`config.mk`:
```
export PLATFORM = sky130hd
export DESIGN_NAME = axi3_aw_w_arbiter
export DESIGN_NICKNAME = d
export VERILOG_FILES = /design/src/rtl/axi3_pkg.sv /design/src/rtl/axi3_aw_w_arbiter_rr.sv /design/src/rtl/axi3_aw_w_arbiter.sv
export SDC_FILE = /design/constraint.sdc
export NUM_CORES = 1
export LEC_CHECK = 0
export ABC_AREA = 1
export CAP_MARGIN = 20
export CORE_AREA = 2 2 249 251
export CTS_BUF_LIST = sky130_fd_sc_hd__clkbuf_8
export CTS_CLUSTER_DIAMETER = 150
export DETAILED_ROUTE_END_ITERATION = 8
export DIE_AREA = 0 0 251 253
export DONT_BUFFER_PORTS = 1
export MAX_ROUTING_LAYER = met4
export PLACE_DENSITY = 0.3
export RECOVER_POWER = 100
export SLEW_MARGIN = 20
export SYNTH_ARGS = -nofsm -noshare
export SYNTH_HDL_FRONTEND = slang
export SYNTH_SLANG_ARGS = --single-unit
```
`constraint.sdc`:
```
create_clock -name clk -period 2.25 [get_ports clk]
set_clock_uncertainty 0.1 [all_clocks]
set_input_delay 0.3375 -clock clk [delete_from_list [all_inputs] [get_ports clk]]
set_output_delay 0.3375 -clock clk [all_outputs]
set_load 0.05 [all_outputs]
```
`src/rtl/axi3_pkg.sv`:
```
`default_nettype none
// ============================================================================
// Module      : axi3_pkg
// Description : Shared AXI3 constants, AW payload struct and width helper.
// Revision    : 1.0 - initial release
// ============================================================================
package axi3_pkg;

    localparam logic [1:0] AXI3_LOCK_NORMAL    = 2'b00;
    localparam logic [1:0] AXI3_LOCK_EXCLUSIVE = 2'b01;
    localparam logic [1:0] AXI3_LOCK_LOCKED    = 2'b10;

    localparam logic [1:0] AXI3_BURST_FIXED = 2'b00;
    localparam logic [1:0] AXI3_BURST_INCR  = 2'b01;
    localparam logic [1:0] AXI3_BURST_WRAP  = 2'b10;

    localparam logic [1:0] AXI3_RESP_OKAY   = 2'b00;
    localparam logic [1:0] AXI3_RESP_EXOKAY = 2'b01;
    localparam logic [1:0] AXI3_RESP_SLVERR = 2'b10;
    localparam logic [1:0] AXI3_RESP_DECERR = 2'b11;

    localparam int AXI3_ID_W   = 4;
    localparam int AXI3_ADDR_W = 32;

    // Field order fixes the packed layout: lock always sits in bits [1:0].
    typedef struct packed {
        logic [AXI3_ID_W-1:0]   id;
        logic [AXI3_ADDR_W-1:0] addr;
        logic [3:0]             len;
        logic [2:0]             size;
        logic [1:0]             burst;
        logic [1:0]             lock;
    } axi3_aw_t;

    localparam int AXI3_AW_W = $bits(axi3_aw_t);

    function automatic int axi3_aw_width(input int id_w, input int addr_w);
        return id_w + addr_w + 4 + 3 + 2 + 2;
    endfunction

endpackage
`default_nettype wire

```
`src/rtl/axi3_aw_w_arbiter_rr.sv`:
```
`default_nettype none
// ============================================================================
// Module      : axi3_rr_arbiter
// Description : N-way round-robin arbiter; one-hot grant of the first request
//               at or after the pointer, pointer moves past the winner on i_adv.
// Revision    : 1.0 - initial release
// ============================================================================
module axi3_rr_arbiter #(
    parameter  int N     = 4,
    localparam int IDX_W = (N > 1) ? $clog2(N) : 1
) (
    input  logic             clk,
    input  logic             rst,
    input  logic [N-1:0]     i_req,
    input  logic             i_en,
    input  logic             i_adv,
    output logic [N-1:0]     o_gnt,
    output logic [IDX_W-1:0] o_idx,
    output logic             o_any,
    output logic [IDX_W-1:0] o_ptr
);

    logic [IDX_W-1:0] r_ptr_q, w_ptr_d;
    logic [IDX_W-1:0] w_lo, w_hi, w_win;
    logic             w_hi_any;

    // Descending scan so the lowest qualifying index wins in each half.
    always_comb begin
        w_lo     = '0;
        w_hi     = '0;
        w_hi_any = 1'b0;
        for (int i = N - 1; i >= 0; i--) begin
            if (i_req[i]) begin
                w_lo = IDX_W'(i);
                if (i >= int'(r_ptr_q)) begin
                    w_hi     = IDX_W'(i);
                    w_hi_any = 1'b1;
                end
            end
        end
        w_win = w_hi_any ? w_hi : w_lo;
    end

    always_comb begin
        o_gnt = '0;
        for (int i = 0; i < N; i++) begin
            o_gnt[i] = i_en && o_any && (w_win == IDX_W'(i));
        end
    end

    always_comb begin
        w_ptr_d = r_ptr_q;
        if (i_en && o_any && i_adv) begin
            w_ptr_d = (w_win == IDX_W'(N - 1)) ? '0 : w_win + IDX_W'(1);
        end
    end

    always_ff @(posedge clk) begin
        if (rst) begin
            r_ptr_q <= '0;
        end else begin
            r_ptr_q <= w_ptr_d;
        end
    end

    assign o_any = |i_req;
    assign o_idx = w_win;
    assign o_ptr = r_ptr_q;

endmodule
`default_nettype wire

```
`src/rtl/axi3_aw_w_arbiter.sv`:
```
`default_nettype none
// ============================================================================
// Module      : axi3_aw_w_arbiter
// Description : N-to-1 AXI3 write arbiter: round-robin AW, W routed in grant
//               order through an order FIFO, B routed back by ID prefix.
//               Optional macro AXI3_ARB_LOCK_EN pins arbitration on locked AWs.
// Revision    : 1.0 - initial release
// ============================================================================
module axi3_aw_w_arbiter
    import axi3_pkg::*;
#(
    parameter  int N_MST     = 4,
    parameter  int ID_W      = 4,
    parameter  int ADDR_W    = 32,
    parameter  int DATA_W    = 64,
    parameter  int ORD_DEPTH = 4,
    localparam int IDX_W     = $clog2(N_MST),
    localparam int AW_W      = axi3_aw_width(ID_W, ADDR_W)
) (
    input  logic                       clk,
    input  logic                       rst,
    input  logic [N_MST-1:0]           s_awvalid,
    output logic [N_MST-1:0]           s_awready,
    input  logic [N_MST*AW_W-1:0]      s_aw,
    input  logic [N_MST-1:0]           s_wvalid,
    output logic [N_MST-1:0]           s_wready,
    input  logic [N_MST*DATA_W-1:0]    s_wdata,
    input  logic [N_MST*DATA_W/8-1:0]  s_wstrb,
    input  logic [N_MST-1:0]           s_wlast,
    output logic [N_MST-1:0]           s_bvalid,
    input  logic [N_MST-1:0]           s_bready,
    output logic [ID_W-1:0]            s_bid,
    output logic [1:0]                 s_bresp,
    output logic                       m_awvalid,
    input  logic                       m_awready,
    output logic [AW_W+IDX_W-1:0]      m_aw,
    output logic                       m_wvalid,
    input  logic                       m_wready,
    output logic [DATA_W-1:0]          m_wdata,
    output logic [DATA_W/8-1:0]        m_wstrb,
    output logic                       m_wlast,
    input  logic                       m_bvalid,
    output logic                       m_bready,
    input  logic [ID_W+IDX_W-1:0]      m_bid,
    input  logic [1:0]                 m_bresp
);

    localparam int c_PTR_W = $clog2(ORD_DEPTH);
    localparam int c_CNT_W = c_PTR_W + 1;
    localparam int c_STB_W = DATA_W / 8;

    logic [N_MST-1:0]      w_req, w_gnt;
    logic [IDX_W-1:0]      w_win, w_rr_ptr, w_head, w_bidx;
    logic [AW_W-1:0]       w_win_aw;
    logic                  w_any, w_adv, w_slot_free, w_grant_en, w_push, w_pop;
    logic                  w_fifo_full, w_fifo_empty, w_bidx_ok;

    logic                  r_awvalid_q, w_awvalid_d;
    logic [AW_W+IDX_W-1:0] r_aw_q, w_aw_d;
    logic [IDX_W-1:0]      r_ord_mem_q [ORD_DEPTH];
    logic [IDX_W-1:0]      w_ord_mem_d [ORD_DEPTH];
    logic [c_PTR_W-1:0]    r_wr_ptr_q, w_wr_ptr_d, r_rd_ptr_q, w_rd_ptr_d;
    logic [c_CNT_W-1:0]    r_cnt_q, w_cnt_d;

    assign w_win_aw = s_aw[int'(w_win)*AW_W +: AW_W];

`ifdef AXI3_ARB_LOCK_EN
    logic             r_pinned_q, w_pinned_d;
    logic [IDX_W-1:0] r_pin_idx_q, w_pin_idx_d;

    always_comb begin
        w_req       = s_awvalid;
        w_adv       = !r_pinned_q;
        w_pinned_d  = r_pinned_q;
        w_pin_idx_d = r_pin_idx_q;
        if (r_pinned_q) begin
            w_req              = '0;
            w_req[r_pin_idx_q] = s_awvalid[r_pin_idx_q];
        end
        if (w_push) begin
            w_pinned_d  = (w_win_aw[1:0] == AXI3_LOCK_LOCKED);
            w_pin_idx_d = w_win;
        end
    end

    always_ff @(posedge clk) begin
        if (rst) begin
            r_pinned_q  <= 1'b0;
            r_pin_idx_q <= '0;
        end else begin
            r_pinned_q  <= w_pinned_d;
            r_pin_idx_q <= w_pin_idx_d;
        end
    end
`else
    assign w_req = s_awvalid;
    assign w_adv = 1'b1;
`endif

    axi3_rr_arbiter #(
        .N (N_MST)
    ) u_arb (
        .clk   (clk),
        .rst   (rst),
        .i_req (w_req),
        .i_en  (w_grant_en),
        .i_adv (w_adv),
        .o_gnt (w_gnt),
        .o_idx (w_win),
        .o_any (w_any),
        .o_ptr (w_rr_ptr)
    );

    // Grant only sees the registered count, so a pop frees a slot next cycle.
    assign w_slot_free  = !r_awvalid_q || m_awready;
    assign w_fifo_full  = (r_cnt_q == c_CNT_W'(ORD_DEPTH));
    assign w_fifo_empty = (r_cnt_q == '0);
    assign w_grant_en   = !rst && w_slot_free && !w_fifo_full;
    assign w_push       = w_grant_en && w_any;
    assign s_awready    = w_gnt;

    always_comb begin
        w_awvalid_d = r_awvalid_q;
        w_aw_d      = r_aw_q;
        if (w_push) begin
            w_awvalid_d = 1'b1;
            w_aw_d      = {w_win, w_win_aw};
        end else if (m_awready) begin
            w_awvalid_d = 1'b0;
        end
    end

    assign w_head = r_ord_mem_q[r_rd_ptr_q];

    always_comb begin
        m_wvalid = 1'b0;
        m_wdata  = '0;
        m_wstrb  = '0;
        m_wlast  = 1'b0;
        s_wready = '0;
        if (!rst && !w_fifo_empty) begin
            m_wvalid         = s_wvalid[w_head];
            m_wdata          = s_wdata[int'(w_head)*DATA_W +: DATA_W];
            m_wstrb          = s_wstrb[int'(w_head)*c_STB_W +: c_STB_W];
            m_wlast          = s_wlast[w_head];
            s_wready[w_head] = m_wready;
        end
    end

    assign w_pop = m_wvalid && m_wready && m_wlast;

    always_comb begin
        w_ord_mem_d = r_ord_mem_q;
        w_wr_ptr_d  = r_wr_ptr_q;
        w_rd_ptr_d  = r_rd_ptr_q;
        w_cnt_d     = r_cnt_q;
        if (w_push) begin
            w_ord_mem_d[r_wr_ptr_q] = w_win;
            w_wr_ptr_d              = r_wr_ptr_q + c_PTR_W'(1);
        end
        if (w_pop) begin
            w_rd_ptr_d = r_rd_ptr_q + c_PTR_W'(1);
        end
        case ({w_push, w_pop})
            2'b10:   w_cnt_d = r_cnt_q + c_CNT_W'(1);
            2'b01:   w_cnt_d = r_cnt_q - c_CNT_W'(1);
            default: w_cnt_d = r_cnt_q;
        endcase
    end

    always_ff @(posedge clk) begin
        if (rst) begin
            r_awvalid_q <= 1'b0;
            r_aw_q      <= '0;
            r_wr_ptr_q  <= '0;
            r_rd_ptr_q  <= '0;
            r_cnt_q     <= '0;
            for (int i = 0; i < ORD_DEPTH; i++) begin
                r_ord_mem_q[i] <= '0;
            end
        end else begin
            r_awvalid_q <= w_awvalid_d;
            r_aw_q      <= w_aw_d;
            r_wr_ptr_q  <= w_wr_ptr_d;
            r_rd_ptr_q  <= w_rd_ptr_d;
            r_cnt_q     <= w_cnt_d;
            r_ord_mem_q <= w_ord_mem_d;
        end
    end

    assign m_awvalid = r_awvalid_q;
    assign m_aw      = r_aw_q;

    // Responses carrying an index with no master behind it are absorbed.
    assign w_bidx    = m_bid[ID_W+IDX_W-1 -: IDX_W];
    assign w_bidx_ok = ({1'b0, w_bidx} < (IDX_W + 1)'(N_MST));

    always_comb begin
        s_bvalid = '0;
        m_bready = 1'b1;
        if (w_bidx_ok) begin
            s_bvalid[w_bidx] = m_bvalid;
            m_bready         = s_bready[w_bidx];
        end
    end

    assign s_bid   = m_bid[ID_W-1:0];
    assign s_bresp = m_bresp;

    a_bidx_in_range: assert property (@(posedge clk) disable iff (rst) m_bvalid |-> w_bidx_ok);

endmodule
`default_nettype wire

```
==> flow_metrics.py, run 1 <==
metrics = {
    "run_status": {
        "status": "finished with violations",
        "failed_checks": "negative setup slack",
    },
    "yosys": {
        "synth_enable_flop_cells": 0,
        "syn_area_per_cell_sq_um": 5.886,
        "ys_ff_latch": 67,
        "synth_ff_type": "dfxtp_1",
        "synth_top_area_share_pct": 21.42,
        "synth_area_sq_um": 6262,
        "yosys.area.top_type": "dfxtp_1",
        "synthesis.nets": 1579,
        "ys_types": 26,
        "synth.most_common_cell": "nand2_1",
        "netlist_top_cells_count": "nand2_1, a22oi_1, nand3_1",
        "ys_top_cells_by_area": "dfxtp_1, nand2_1, a22oi_1",
        "yosysSeqAreaShare_pct": 21.42,
        "synthArstFlopShare_pct": 0,
        "synth_warnings": 0,
        "netlist_instances": 1064,
    },
    "global_route": {
        "grt_max_degree": 74,
        "grt_pass1_wl_um": 60580,
        "grt_pass1_vias": 8458,
        "grt_remaining_overflow": 0,
        "grt_usage_pct": 13.80,
        "antenna_found_initial": 9,
    },
    "clocking": {
        "h-tree-depth": 3,
        "clkLatencyLatePin_ns": 0.39,
        "clock_path_buffers": 2,
        "clock-sinks": 67,
        "ctsRootBufferMaster": "clkbuf_8",
        "path_clk_slew_ns": 0.09,
        "cts_made_buffers": 9,
        "cts_tree": "yes",
    },
    "worst_setup_path": {
        "path_cells": "nor2_1, nor2_2, o21ai_4, buf_6, nor2_4, buf_12, buf_12, a22oi_2, a21oi_4, buf_12",
        "slowest_stage": "dfxtp_4",
        "cp_common_cell": "buf_12",
        "cp-start-kind": "flip-flop",
        "crit_arrival_ns": 2.36,
        "path_delay_family": "compound AO/OA/AOI/OAI gates",
        "crit_path_end_kind": "output pin",
        "critPathKind": "reg -> out",
        "cp_max_fo": 7,
        "critical_path_buf_inv_count": 4,
        "crit_required_ns": 1.81,
        "cp_slowest_stage_delay_ns": 0.37,
    },
    "flow_run": {
        "max-cap-violations": 0,
    },
    "timing": {
        "min_period_ns": 2.793,
        "tightest_slew_ns": 0.7314,
        "fin_ws_ns": -0.5425,
        "hold_viol": 0,
        "tns_ns": -33.84,
        "timing.fmax_mhz": 358.1,
        "slew_headroom_pct": 51.24,
        "grt_setup_unrepaired": "true",
        "period_share_pct": 124.1,
        "slew_violations": 0,
        "setup_violations": 85,
    },
    "detailed_routing": {
        "dr_wl_met2_um": 25170,
        "drt_iter0_drc": 302,
        "drt_first_pass_iters": 4,
        "drt-total-wl_um": 45620,
        "m1WireLength_um": 15290,
        "post_drt_wl_per_cell_um": 22.50,
        "met3_length_um": 3017,
        "vias": 8336,
        "viasPerCell": 4.110,
        "top_layer": "met4",
        "ant_nets": 0,
        "drc": 0,
    },
    "power_and_ir_drop": {
        "power_w": 0.007420,
        "ir_worst_vdd_v": 0.0003534,
        "power.leakage_nw": 4.592,
        "power_density_nw_per_um2": 616.6,
    },
    "die": {
        "dieWidth_um": 251,
        "die_h_um": 253,
        "design.core.area_sq_um": 61030,
        "initial_utilization_pct": 10.26,
        "dieArea_sq_um": 63500,
        "ios": 648,
        "rows": 91,
    },
    "worst_hold_path": {
        "hold_path.class": "in -> reg",
    },
    "layout": {
        "fin_util_pct": 19.72,
        "areaGrowthSynthToFinish_pct": 92.17,
        "layout-drive-gt1-share_pct": 36.97,
        "nets": 1738,
        "postLayoutCellArea_sq_um": 12030,
    },
    "placed_design": {
        "hpwlAfterDp_um": 36170,
        "dpl-instance-area_sq_um": 10170,
        "port_buffers": 0,
        "gp_congestion": 0.9027,
    },
}
[cells in the final DEF (no fill, tap or decap), drive strengths merged]
cell type and instances:
a31oi 1, diode 10, a21oi 113, nand3b 21, bufbuf 1, dfxtp 67
nand3 122, buf 198, nand2 308, nand4 4, clkinv 2, bufinv 2
o21ai 21, dlygate4sd3 21, nor3 9, clkbuf 23, clkinvlp 1, nor2 44
ha 9, a22oi 144, fa 1, inv 116
[metrics by stage]
| step | cells | worst slack [ns] | hold slack [ns] |
|---|---|---|---|
| after floorplan | 1064 | -0.3490 | 0.2992 |
| after global placement | 1941 | -0.4863 | 0.3060 |
| after detailed placement | 1941 | -0.5090 | 0.3088 |
| after CTS | 2014 | -0.5671 | 0.01134 |
| after global routing | 2026 | -0.6056 | 0.04421 |
| final | 2028 | -0.5425 | 0.05129 |
[worst paths after layout]
kind	endpoint	slack, ns	from	cells past startpoint
max reg2reg	r_cnt_q[2]	-0.28	r_rd_ptr_q[0]	15
max	m_wstrb[4]	-0.54	r_rd_ptr_q[0]	10
min	m_aw[42]	0.05	s_aw[89]	4
min reg2reg	r_cnt_q[0]	0.33	r_cnt_q[0]	1
[where the power goes]
part / internal (W) / switching, W / leakage (nW)
Sequential: 0.00136 / 0.000654 / 0.559
Combinational: 0.00177 / 0.00241 / 3.92
Clock: 0.000679 / 0.000548 / 0.117
Total: 0.00381 / 0.00361 / 4.59
[tightest hold or removal path, cell delays in order]
cell and delay, ns:
nand2_1 0.03, nand2_1 0.05, a21oi_1 0.04, nor2_1 0.07
[registers in the layout, summed over array words and instances (netlist names)]
register,count
m_aw,49
m_awvalid,1
r_cnt_q,3
r_ord_mem_q,8
r_rd_ptr_q,2
r_wr_ptr_q,2
u_arb.o_ptr,2
[routing by layer]
metal / vias to the layer above / track usage (%)
met5: - / -
met4: 0 / 7.874
met3: 63 / 3.279
met2: 448 / 26.26
met1: 3886 / 12.54
li1: 3939 / -
[final cells by class]
type / instances / area, sq um
diodes: 10 / 25.02
clock buffers: 11 / 151.4
clock inverters: 5 / 76.32
fillers: 6854 / 48990
inverters: 116 / 467.9
multi-input cells: 797 / 5628
flip-flops and latches: 67 / 1356
well taps: 790 / 988.4
repair buffers: 232 / 3341
[kinds of logic after synthesis]
logic type	Yosys count	share of synthesized area [%]
buffers and inverters	200	13.35
adders and majority gates	10	2.118
DFF	67	21.42
and+or+nand+nor	508	34.81
AOI/OAI and AO/OA	279	28.31
[what timing repair did]
item                                   in CTS  in global routing
cloned                                     10                  3
setup buffers                              28                  3
pin swaps                                  64                 22
hold buffers                               21                  0
setup endpoints to repair                  84                 87
endpoints found under the hold margin      21                  0
gates resized for setup                   162                 56
Power figures use the tool's default switching activity.
==> run 2: changes to the inputs <==
--- a/config.mk
+++ b/config.mk
@@ -7,11 +7,10 @@
 export LEC_CHECK = 0
 export ABC_AREA = 1
 export CAP_MARGIN = 20
-export CORE_AREA = 2 2 249 251
-export CTS_BUF_LIST = sky130_fd_sc_hd__clkbuf_8
+export CORE_AREA = 2 2 254 256
 export CTS_CLUSTER_DIAMETER = 150
 export DETAILED_ROUTE_END_ITERATION = 8
-export DIE_AREA = 0 0 251 253
+export DIE_AREA = 0 0 256 258
 export DONT_BUFFER_PORTS = 1
 export MAX_ROUTING_LAYER = met4
 export PLACE_DENSITY = 0.3
==> run 2 against run 1 <==
  * The run still ends with negative setup slack left
  * Flip-flop and latch count unchanged
  * Cell area up 2.2%
  * Combinational power up 3%
  * Non-clock buffer count down 1
  * Largest power group unchanged
  * Highest routed layer unchanged
==> flow_metrics.py, run 2 (synthesis results as in run 1) <==
metrics = {
    "timing": {
        "slew_violations": 0,
        "hold_viol": 0,
        "min_period_ns": 2.745,
        "tightest_slew_ns": 0.8087,
        "period_share_pct": 122.0,
        "slew_headroom_pct": 46.09,
        "fin_ws_ns": -0.4954,
        "whs_ns": 0.01817,
        "grt_setup_unrepaired": "true",
        "timing.fmax_mhz": 364.2,
        "setup_violations": 82,
    },
    "die": {
        "rows": 93,
        "initial_utilization_pct": 9.839,
        "die_h_um": 258,
        "ios": 648,
        "dieArea_sq_um": 66050,
        "design.core.area_sq_um": 63650,
        "dieWidth_um": 256,
    },
    "clocking": {
        "clock-sinks": 67,
        "path_clk_slew_ns": 0.06,
        "clkLatencyLatePin_ns": 0.35,
        "cts_made_buffers": 9,
        "cts_tree": "yes",
        "ctsRootBufferMaster": "clkbuf_16",
        "h-tree-depth": 3,
        "clock_path_buffers": 2,
    },
    "layout": {
        "nFillCells": 7224,
        "largest_reg_flops": 49,
        "final-seq-area_sq_um": 1354,
        "layout_commonest_cell": "nand2_1",
        "multi_input_area_sq_um": 5710,
        "fin_util_pct": 19.32,
        "areaGrowthSynthToFinish_pct": 96.32,
        "final_cell_mix": "nand2_1, nand3_1, inv_1",
        "layout-drive-gt1-share_pct": 37.93,
        "nets": 1737,
    },
    "power_and_ir_drop": {
        "power_density_nw_per_um2": 628.6,
        "intPower_w": 0.004036,
        "ir_worst_vdd_v": 0.0003382,
        "swShare_pct": 47.78,
        "power_w": 0.007729,
        "p_switching_w": 0.003693,
        "power.leakage_nw": 4.675,
        "p_comb_share_pct": 55.5,
        "p_clk_share_pct": 18.4,
        "seqPwrFrac_pct": 26.0,
    },
    "global_route": {
        "grt_remaining_overflow": 0,
        "grt_pass1_wl_um": 63340,
        "antenna_found_initial": 9,
        "use_met3_pct": 3.651,
        "use_met1_pct": 13.24,
        "grt_use_met2_pct": 26.27,
        "grt_max_degree": 66,
        "grt_usage_pct": 13.87,
        "busiest_layer": "met2",
        "grt_pass1_vias": 8447,
    },
    "placed_design": {
        "port_buffers": 0,
        "gp_congestion": 0.9323,
        "hpwlAfterDp_um": 39260,
    },
    "run_status": {
        "status": "finished with violations",
        "failed_checks": "negative setup slack",
    },
    "worst_setup_path": {
        "cp-start-kind": "flip-flop",
        "crit_arrival_ns": 2.31,
        "crit_path_end_kind": "output pin",
        "reg2reg_depth": 16,
        "cp_max_fo": 7,
        "crit_path_start": "r_rd_ptr_q[0]",
        "crit_required_ns": 1.81,
        "rr_startpoint": "r_rd_ptr_q[0]",
        "cp-endpoint": "m_wdata[5]",
        "critPathKind": "reg -> out",
        "r2r_slack_ns": -0.19,
        "reg2reg_to": "r_cnt_q[2]",
    },
    "worst_hold_path": {
        "hold_path.class": "in -> reg",
    },
    "detailed_routing": {
        "viasPerCell": 3.999,
        "drt-total-wl_um": 49190,
        "drc": 0,
        "drt_first_pass_iters": 5,
        "post_drt_wl_per_cell_um": 23.56,
        "drt_iter0_drc": 361,
        "vias": 8350,
        "ant_nets": 0,
    },
    "flow_run": {
        "max-cap-violations": 0,
    },
}
==> run 2: worst min path at each step <==
stage	startpoint	end	slack [ns]	cells after the start
CTS	s_aw[11]	m_aw[11]	0.0001	2
global placement	rst	m_awvalid	0.31	1
global route	s_aw[11]	m_aw[11]	0.01	2
floorplan	rst	m_awvalid	0.30	1
detailed placement	rst	m_awvalid	0.31	1
finish	s_aw[14]	m_aw[14]	0.02	2
==> run 2: per-layer routing <==
metal  vias up  part of all wire, %
met2       480                   55
met3        56                  6.7
met4         0                  3.8
li1       3931                    -
met1      3883                   34
met5         -                    0
==> run 2: metrics by stage <==
stage	setup TNS (ns)	worst slack, ns	cells	area (sq um)
final	-30.47	-0.4954	2088	12290
after global routing	-46.13	-0.6035	2088	12290
after CTS	-34.62	-0.5131	2060	11290
after detailed placement	-7.406	-0.1976	2020	10360
after global placement	-6.317	-0.2020	2020	10360
after floorplan	-1.002	-0.3490	1064	7092
==> run 2: power groups by stage <==
stage               Combinational (W)  Clock, W  Sequential [W]
finish                        0.00429   0.00143         0.00201
global route                  0.00457   0.00156         0.00204
CTS                           0.00393   0.00152         0.00202
detailed placement            0.00367         0         0.00204
global placement              0.00366         0         0.00205
floorplan                     0.00220         0         0.00197
==> run 2: what timing repair did <==
item	CTS	global route
buffers inserted	9	14
gates resized for setup	72	159
pin swaps	15	43
hold buffers	12	0
endpoints found under the setup margin	84	86
endpoints found under the hold margin	13	0
gates cloned	4	11
==> run 2: critical path, stage by stage, from the launching register on <==
cell and delay, ns:
dfxtp_4 0.38, inv_4 0.05, nor2_4 0.07, nor2_2 0.05
o21ai_4 0.20, inv_2 0.09, nor2_4 0.22, buf_12 0.16
clkbuf_16 0.15, a22oi_1 0.07, buf_4 0.18, a21oi_4 0.16
buf_12 0.15
==> run 2: area by class of cell <==
type	count	area share, %
diodes	7	0.1425
clock buffers	12	1.923
repair buffers	231	27.64
clock inverters	3	0.3257
inverters	116	3.806
flip-flops and latches	67	11.01
well taps	855	8.701
multi-input cells	797	46.45
